File: src/rtl/ui_pkg.sv
// rtl/ui_pkg.sv - shared FSM encoding and counter sizing for front-panel button logic
// Contents:
//   ST_*_ENC    : state encodings for the hold/repeat FSM
//   ui_state_t  : FSM state type built from those encodings
//   cnt_width() : bits needed for a counter that must hold values 0..max_val
package ui_pkg;

    localparam logic [1:0] ST_IDLE_ENC   = 2'd0;
    localparam logic [1:0] ST_HELD_ENC   = 2'd1;
    localparam logic [1:0] ST_REPEAT_ENC = 2'd2;

    typedef enum logic [1:0] {
        ST_IDLE   = ST_IDLE_ENC,
        ST_HELD   = ST_HELD_ENC,
        ST_REPEAT = ST_REPEAT_ENC
    } ui_state_t;

    function automatic int cnt_width(input int max_val);
        return (max_val < 1) ? 1 : $clog2(max_val + 1);
    endfunction

endpackage

File: src/rtl/sync_debounce.sv
// rtl/sync_debounce.sv - two-flop synchroniser plus counter debounce for one button
// Ports:
//   clk, rst_n   : clock, asynchronous active-low reset
//   button       : raw asynchronous button level
//   pressed      : debounced level
//   rise, fall   : registered one-cycle pulses, high in the first cycle of a new pressed level
//   press_acc    : combinational, pressed will go 1 on the coming edge
//   release_acc  : combinational, pressed will go 0 on the coming edge
module sync_debounce
    import ui_pkg::*;
#(
    parameter int DEBOUNCE_CYCLES = 1_000_000
) (
    input  logic clk,
    input  logic rst_n,
    input  logic button,
    output logic pressed,
    output logic rise,
    output logic fall,
    output logic press_acc,
    output logic release_acc
);

    localparam int              DW     = cnt_width(DEBOUNCE_CYCLES);
    localparam logic [DW-1:0]   D_LAST = DW'(DEBOUNCE_CYCLES - 1);

    logic          meta;
    logic          btn_s;
    logic [DW-1:0] cnt;
    logic          mismatch;
    logic          accept;

    assign mismatch    = (btn_s != pressed);
    // The counter never passes D_LAST: acceptance clears it on the same edge.
    assign accept      = mismatch && (cnt == D_LAST);
    assign press_acc   = accept && !pressed;
    assign release_acc = accept && pressed;

    always_ff @(posedge clk or negedge rst_n) begin
        if (!rst_n) begin
            meta    <= 1'b0;
            btn_s   <= 1'b0;
            cnt     <= '0;
            pressed <= 1'b0;
            rise    <= 1'b0;
            fall    <= 1'b0;
        end else begin
            meta  <= button;
            btn_s <= meta;
            rise  <= press_acc;
            fall  <= release_acc;
            if (accept) begin
                pressed <= ~pressed;
                cnt     <= '0;
            end else if (mismatch) begin
                cnt <= cnt + 1'b1;
            end else begin
                cnt <= '0;
            end
        end
    end

endmodule

File: src/rtl/button_step_pulse.sv
// rtl/button_step_pulse.sv - debounced button to single-cycle step pulses with auto-repeat
// Ports:
//   CLK           : clock, all logic on rising edge
//   clr           : asynchronous active-low reset
//   button        : raw asynchronous button, active-high
//   pressed       : debounced level
//   press_pulse   : one cycle per accepted press
//   release_pulse : one cycle per accepted release
//   step_pulse    : press_pulse OR auto-repeat pulse
module button_step_pulse
    import ui_pkg::*;
#(
    parameter int DEBOUNCE_CYCLES = 1_000_000,
    parameter int HOLD_CYCLES     = 50_000_000,
    parameter int REPEAT_CYCLES   = 10_000_000,
    parameter int REPEAT_EN       = 1
) (
    input  logic CLK,
    input  logic clr,
    input  logic button,
    output logic pressed,
    output logic press_pulse,
    output logic release_pulse,
    output logic step_pulse
);

    localparam int            MAX_HR      = (HOLD_CYCLES > REPEAT_CYCLES) ? HOLD_CYCLES : REPEAT_CYCLES;
    localparam int            CW          = cnt_width(MAX_HR);
    localparam logic [CW-1:0] HOLD_LAST   = CW'(HOLD_CYCLES - 1);
    localparam logic [CW-1:0] REPEAT_LAST = CW'(REPEAT_CYCLES - 1);

    logic rise;
    logic fall;
    logic press_acc;
    logic release_acc;

    sync_debounce #(
        .DEBOUNCE_CYCLES(DEBOUNCE_CYCLES)
    ) u_debounce (
        .clk        (CLK),
        .rst_n      (clr),
        .button     (button),
        .pressed    (pressed),
        .rise       (rise),
        .fall       (fall),
        .press_acc  (press_acc),
        .release_acc(release_acc)
    );

    ui_state_t     state;
    ui_state_t     state_n;
    logic [CW-1:0] cnt;
    logic [CW-1:0] cnt_n;
    logic          rep_fire;
    logic          rep_pulse;

    always_ff @(posedge CLK or negedge clr) begin
        if (!clr) begin
            state     <= ST_IDLE;
            cnt       <= '0;
            rep_pulse <= 1'b0;
        end else begin
            state     <= state_n;
            cnt       <= cnt_n;
            rep_pulse <= rep_fire;
        end
    end

    // The FSM moves on the acceptance edge itself, so the counter starts in
    // the press_pulse cycle and the first repeat lands HOLD_CYCLES later.
    // Release is tested first in every held state so it always beats a repeat.
    always_comb begin
        state_n  = state;
        cnt_n    = cnt;
        rep_fire = 1'b0;
        case (state)
            ST_IDLE: begin
                cnt_n = '0;
                if (press_acc) begin
                    state_n = ST_HELD;
                end
            end
            ST_HELD: begin
                if (release_acc) begin
                    state_n = ST_IDLE;
                    cnt_n   = '0;
                end else if ((REPEAT_EN != 0) && (cnt == HOLD_LAST)) begin
                    state_n  = ST_REPEAT;
                    cnt_n    = '0;
                    rep_fire = 1'b1;
                end else if (cnt != HOLD_LAST) begin
                    cnt_n = cnt + 1'b1;
                end
            end
            ST_REPEAT: begin
                if (release_acc) begin
                    state_n = ST_IDLE;
                    cnt_n   = '0;
                end else if (cnt == REPEAT_LAST) begin
                    cnt_n    = '0;
                    rep_fire = 1'b1;
                end else begin
                    cnt_n = cnt + 1'b1;
                end
            end
            default: begin
                state_n = ST_IDLE;
                cnt_n   = '0;
            end
        endcase
    end

    assign press_pulse   = rise;
    assign release_pulse = fall;
    assign step_pulse    = rise | rep_pulse;

endmodule

File: config.mk
export PLATFORM = sky130hd
export DESIGN_NAME = button_step_pulse
export DESIGN_NICKNAME = d
export VERILOG_FILES = /design/src/rtl/ui_pkg.sv /design/src/rtl/sync_debounce.sv /design/src/rtl/button_step_pulse.sv
export SDC_FILE = /design/constraint.sdc
export NUM_CORES = 1
export LEC_CHECK = 0
export CAP_MARGIN = 20
export CORE_UTILIZATION = 45
export DETAILED_ROUTE_END_ITERATION = 8
export SLEW_MARGIN = 5
export SYNTH_ARGS = -nofsm -noshare
export SYNTH_HDL_FRONTEND = slang
export SYNTH_HIERARCHICAL = 1
export SYNTH_SLANG_ARGS = --single-unit
File: constraint.sdc
create_clock -name CLK -period 3.3 [get_ports CLK]
set_clock_uncertainty 0.2 [all_clocks]
set_input_delay 0.66 -clock CLK [delete_from_list [all_inputs] [get_ports CLK]]
set_output_delay 0.66 -clock CLK [all_outputs]
set_load 0.1 [all_outputs]
Word level (Yosys, flattened, before mapping). Index checks and enable logic that the tools add are counted.

Reduce and logical (&&, ||, !) cells: 6. Mux-type cells: 18. Equal/unequal tests: 11. Bitwise logic cells: 2. Add/subtract/negate cells: 2.

Operator list (count): 26-bit 2-to-1 mux (5); 26-bit one-hot mux with 2 select lines (1); 20-bit 2-to-1 mux (2); 26-bit by 1-bit adder with 26-bit output, second input constant (1); 26-bit by 24-bit equality test with 1-bit output, second input constant (1); 26-bit equality test, second input constant (1); 26-bit != test, second input constant (1); 20-bit by 1-bit adder with 20-bit output, second input constant (1); 20-bit equality test, second input constant (1); 2-bit 2-to-1 mux (4); 2-bit one-hot mux with 3 select lines (1); 1-bit 2-to-1 mux (4); 2-bit by 1-bit != test with 1-bit output, second input constant (2); 4-bit by 3-bit != test with 1-bit output, second input constant (1); 1-bit logical AND (3); 3-bit by 2-bit != test with 1-bit output, second input constant (1); 3-bit AND reduction (1); 2-bit by 1-bit equality test with 1-bit output, second input constant (1); 2-bit equality test, second input constant (1); 2-bit zero test (1); 1-bit one-hot mux with 2 select lines (1); 1-bit zero test (1); 1-bit != test (1); 1-bit NOT (1); 1-bit bitwise OR (1).

Input bits: 3. Output and inout port bits: 4. Register bits after elaboration: 54.

Longest topological paths before layout.
Word-level depth: 5. Mapped depth: 10. Mapped depth without buffers: 9.

By module. Netlist, hierarchy kept.

Modules (own cells, without submodules): button_step_pulse (area each 1654.1 um^2, times used 1, cells each 175); sync_debounce (area each 1149.9 um^2, times used 1, cells each 113).

Least setup slack after synthesis. Ideal clock, no wire load.

Path type: reg-to-reg. Start point: register u_debounce.cnt[0]. End point: register cnt[13] (netlist name). Data arrival time: 2.799 ns. Cell stages (with the launch flop): 11. Path buffers: 1. Path slack: 0.157 ns. Required time: 2.957 ns. Cell sequence: dfrtp_1 > ha_1 > nand2_1 > or4_1 > or2_1 > nor3b_1 > nand2b_1 > nor2_1 > a32oi_1 > clkbuf_1 > a22oi_1.

RTL lines: start, declared (line sync_debounce.sv:29) `logic [DW-1:0] cnt;`; start signal, assigned (line sync_debounce.sv:56) `cnt <= cnt + 1'b1;`.

==> metrics.md <==
| Metric | Value |
|---|---|
| Initial antenna violation count | `0` |
| CP Class | `register to register` |
| Cell Area, Placed | `0.002938 sq mm` |
| Endpoint class of the critical path | `register` |
| Via density | `5.892` |
| Cell row count | `28` |
| Diodes inserted | `0` |
| # nets final | `303` |
| Clock share of power | `36.2%` |
| Core area | `0.005956 sq mm` |
| Drt drc | `0` |
| Flop2flop setup slack | `0.28 ns` |
| Max_slew headroom | `47.08%` |
| Clock Root Buffer | `clkbuf_8` |
| # resized after CTS | `0` |
| Required @ worst endpoint | `3.29 ns` |
| Grt total ovfl | `0` |
| Async S/R FF share, synth | `100.0%` |
| Starting Density | `47.08%` |
| NetSw | `244.1 uW` |
| Mapped Avg Cell Area | `9.736 sq um` |
| CP Launch Type | `register` |
| H-Tree Level Count | `2` |
| Synth area leader | `dfrtp_1` |
| Seq. cell area | `0.001351 sq mm` |
| Hpwl dp | `3890 um` |
| Worst r2r src | `u_debounce/cnt[0]` |
| Worst vdd ir | `233.8 uV` |
| Drt pass-1 iters | `4` |
| Crit share post-route | `91.36%` |
| GRT Util Overall | `19.09%` |
| Hold WS | `0.09112 ns` |
| Yosys cell types | `41` |
| Final core occ | `51.13%` |
| Fillers | `554` |
| Final instance area | `0.003045 sq mm` |
| Hold-fix buffers, CTS | `0` |
| Worst r2r path cells | `10` |
| Worst min-delay path class | `primary input to async pin` |
| Clk buf depth | `2` |
| Combinational share of power | `2.4%` |
| Unrepaired setup endpoints after global routing | `false` |
| Final Hold Vio Count | `0` |
| CP Max Fanout | `26` |
| Die area | `0.006550 sq mm` |
| Number of buffers inserted during clock tree synthesis | `5` |
| Final wirelength | `5608 um` |
| Clock sink count | `54` |
| Ys flop type | `dfrtp_1` |
| Arr. time, crit path | `3.00 ns` |
| Total power | `1.089 mW` |
| Worst slack, placed | `0.1846 ns` |
| Yosys Warn Count | `6` |
| Share of the yosys chip area belonging to registers | `48.19%` |
| Num ports | `7` |
| Gate Count Post-Synth | `288` |
| DIE HEIGHT | `80.94 um` |
| Clk pin slew, worst setup/hold paths | `0.10 ns` |
| Vias in the first global route | `2002` |
| Setup TNS | `0 ns` |
| Via count | `2186` |
| Flop pwr share | `61.4%` |
| IO buf count | `6` |
| EDFF count, synth | `0` |
| Routed wire per std cell | `15.12 um` |
| Cell internal pwr | `845.1 uW` |
| Final cell count without fillers | `371` |
| Multi-input gate area | `0.001365 sq mm` |
| Final WS setup | `0.2850 ns` |
| Routability congestion estimate | `0.7802` |
| Sw Share | `22.41%` |
| Global-route wire length before repair | `9625 um` |
| Measured slew at the worst slew-check pin | `0.7936 ns` |
| Max-Cap Viols | `0` |
| Cell Area, Synth | `0.002804 sq mm` |
| Syn Nets | `296` |
| CTS tree | `built` |
| Final setup viols | `0` |
| Die width | `80.94 um` |
| Post-CTS Setup Repair Bufs | `0` |
| Yosys reg bits | `54` |
| Layout cells sized above 1 | `7.432%` |
| Antenna-violating nets left | `0` |
| Reg-to-reg endpoint | `cnt[23]` |
| Status | `complete, no violations` |
| PD cells | `357.7 mW/mm^2` |
| Largest cells by area after synthesis | `dfrtp_1 48%, xnor2_1 4.1%, a21oi_1 3.7%, xor2_1 3.4%, a22oi_1 3.2%` |
| Clk_lat worst skew | `0.30 ns` |
| Top-count cell post-synth | `dfrtp_1` |
| Crit path time final | `3.015 ns` |
| Share of the synthesized area in the top cell type | `48.19%` |
| Leak pwr | `1.129 nW` |
| Largest net degree at the start of global routing | `27` |
| Synth cell count leaders | `54 x dfrtp_1, 21 x a21oi_1, 19 x nor2_1` |
| Cell total after placement | `363` |
| Area growth from synthesis to layout | `8.612%` |
| Initial DRC Count | `117` |
| Slew Limit Fails | `0` |
| Fmax | `0.3317 GHz` |
[power by group through the flow]
stage	registers, mW	clock network (mW)	logic [mW]
global placement	0.682	0	0.0275
floorplan	0.681	0	0.00808
finish	0.669	0.394	0.0259
global route	0.670	0.432	0.0313
detailed placement	0.682	0	0.0274
CTS	0.669	0.414	0.0275
[per-layer routing]
metal  routed length [um]  GRT usage, %  part of all wire, %  vias up
li1                     -             -                    -     1075
met1                 2635         26.16                   47     1078
met2                 2737         31.18                   49       27
met3                  180         3.371                  3.2        6
met4                   55         4.821                 0.98        0
met5                    0             0                    0        -
[critical path, stage by stage (launching register included)]
cell and delay (ns):
dfrtp_1 0.38, ha_1 0.23, nand2_1 0.08, or4_1 0.56
or2_1 0.30, nor3b_2 0.26, nand2b_1 0.23, nor2_1 0.07
a32oi_1 0.20, buf_6 0.26, a22oi_1 0.12
[how the worst max path moves through the flow]
stage,endpoint,depth (start not counted),start
floorplan,cnt[13],10,u_debounce/cnt[0]
global placement,cnt[16],10,u_debounce/cnt[0]
detailed placement,cnt[19],10,u_debounce/cnt[0]
CTS,cnt[19],10,u_debounce/cnt[0]
global route,cnt[13],10,u_debounce/cnt[0]
finish,cnt[23],10,u_debounce/cnt[0]
[final cells by class]
cell class | instances | share of cell area (%)
Clock buffer | 6 | 2.712
Tap cell | 75 | 3.081
Clock inverter | 2 | 0.5341
Inverter | 12 | 1.479
Timing Repair Buffer | 10 | 2.999
Sequential cell | 54 | 44.37
Multi-Input combinational cell | 212 | 44.82
[state kept, by name (all words and copies together) (netlist names)]
register / flops
u_debounce/rise: 1
u_debounce/btn_s: 1
state: 2
u_debounce/meta: 1
cnt: 26
u_debounce/cnt: 20
u_debounce/pressed: 1
rep_pulse: 1
u_debounce/fall: 1
[placed cells by master, fill, tap and decap left out, types with 13 or more instances in the layout]
| cell | instances |
|---|---|
| dfrtp_1 | 54 |
| a21oi_1 | 21 |
| nor2_1 | 19 |
| nand3_1 | 17 |
| nand2_1 | 14 |
| o21ai_0 | 13 |
| xnor2_1 | 13 |
[cells by family (layout without fill, tap and decap cells)]
logic type | after synthesis | after routing | share of synthesized area (%)
DFF | 54 | 54 | 48.19
buffers and inverters | 22 | 30 | 3.302
xor gates and xnor gates | 24 | 24 | 7.497
AOI/OAI and AO/OA | 60 | 60 | 13.25
and+or+nand+nor | 122 | 122 | 25.12
muxes | 1 | 1 | 0.4016
adders and majority gates | 5 | 5 | 2.231
Note: power is estimated with default switching activity, not from simulation.
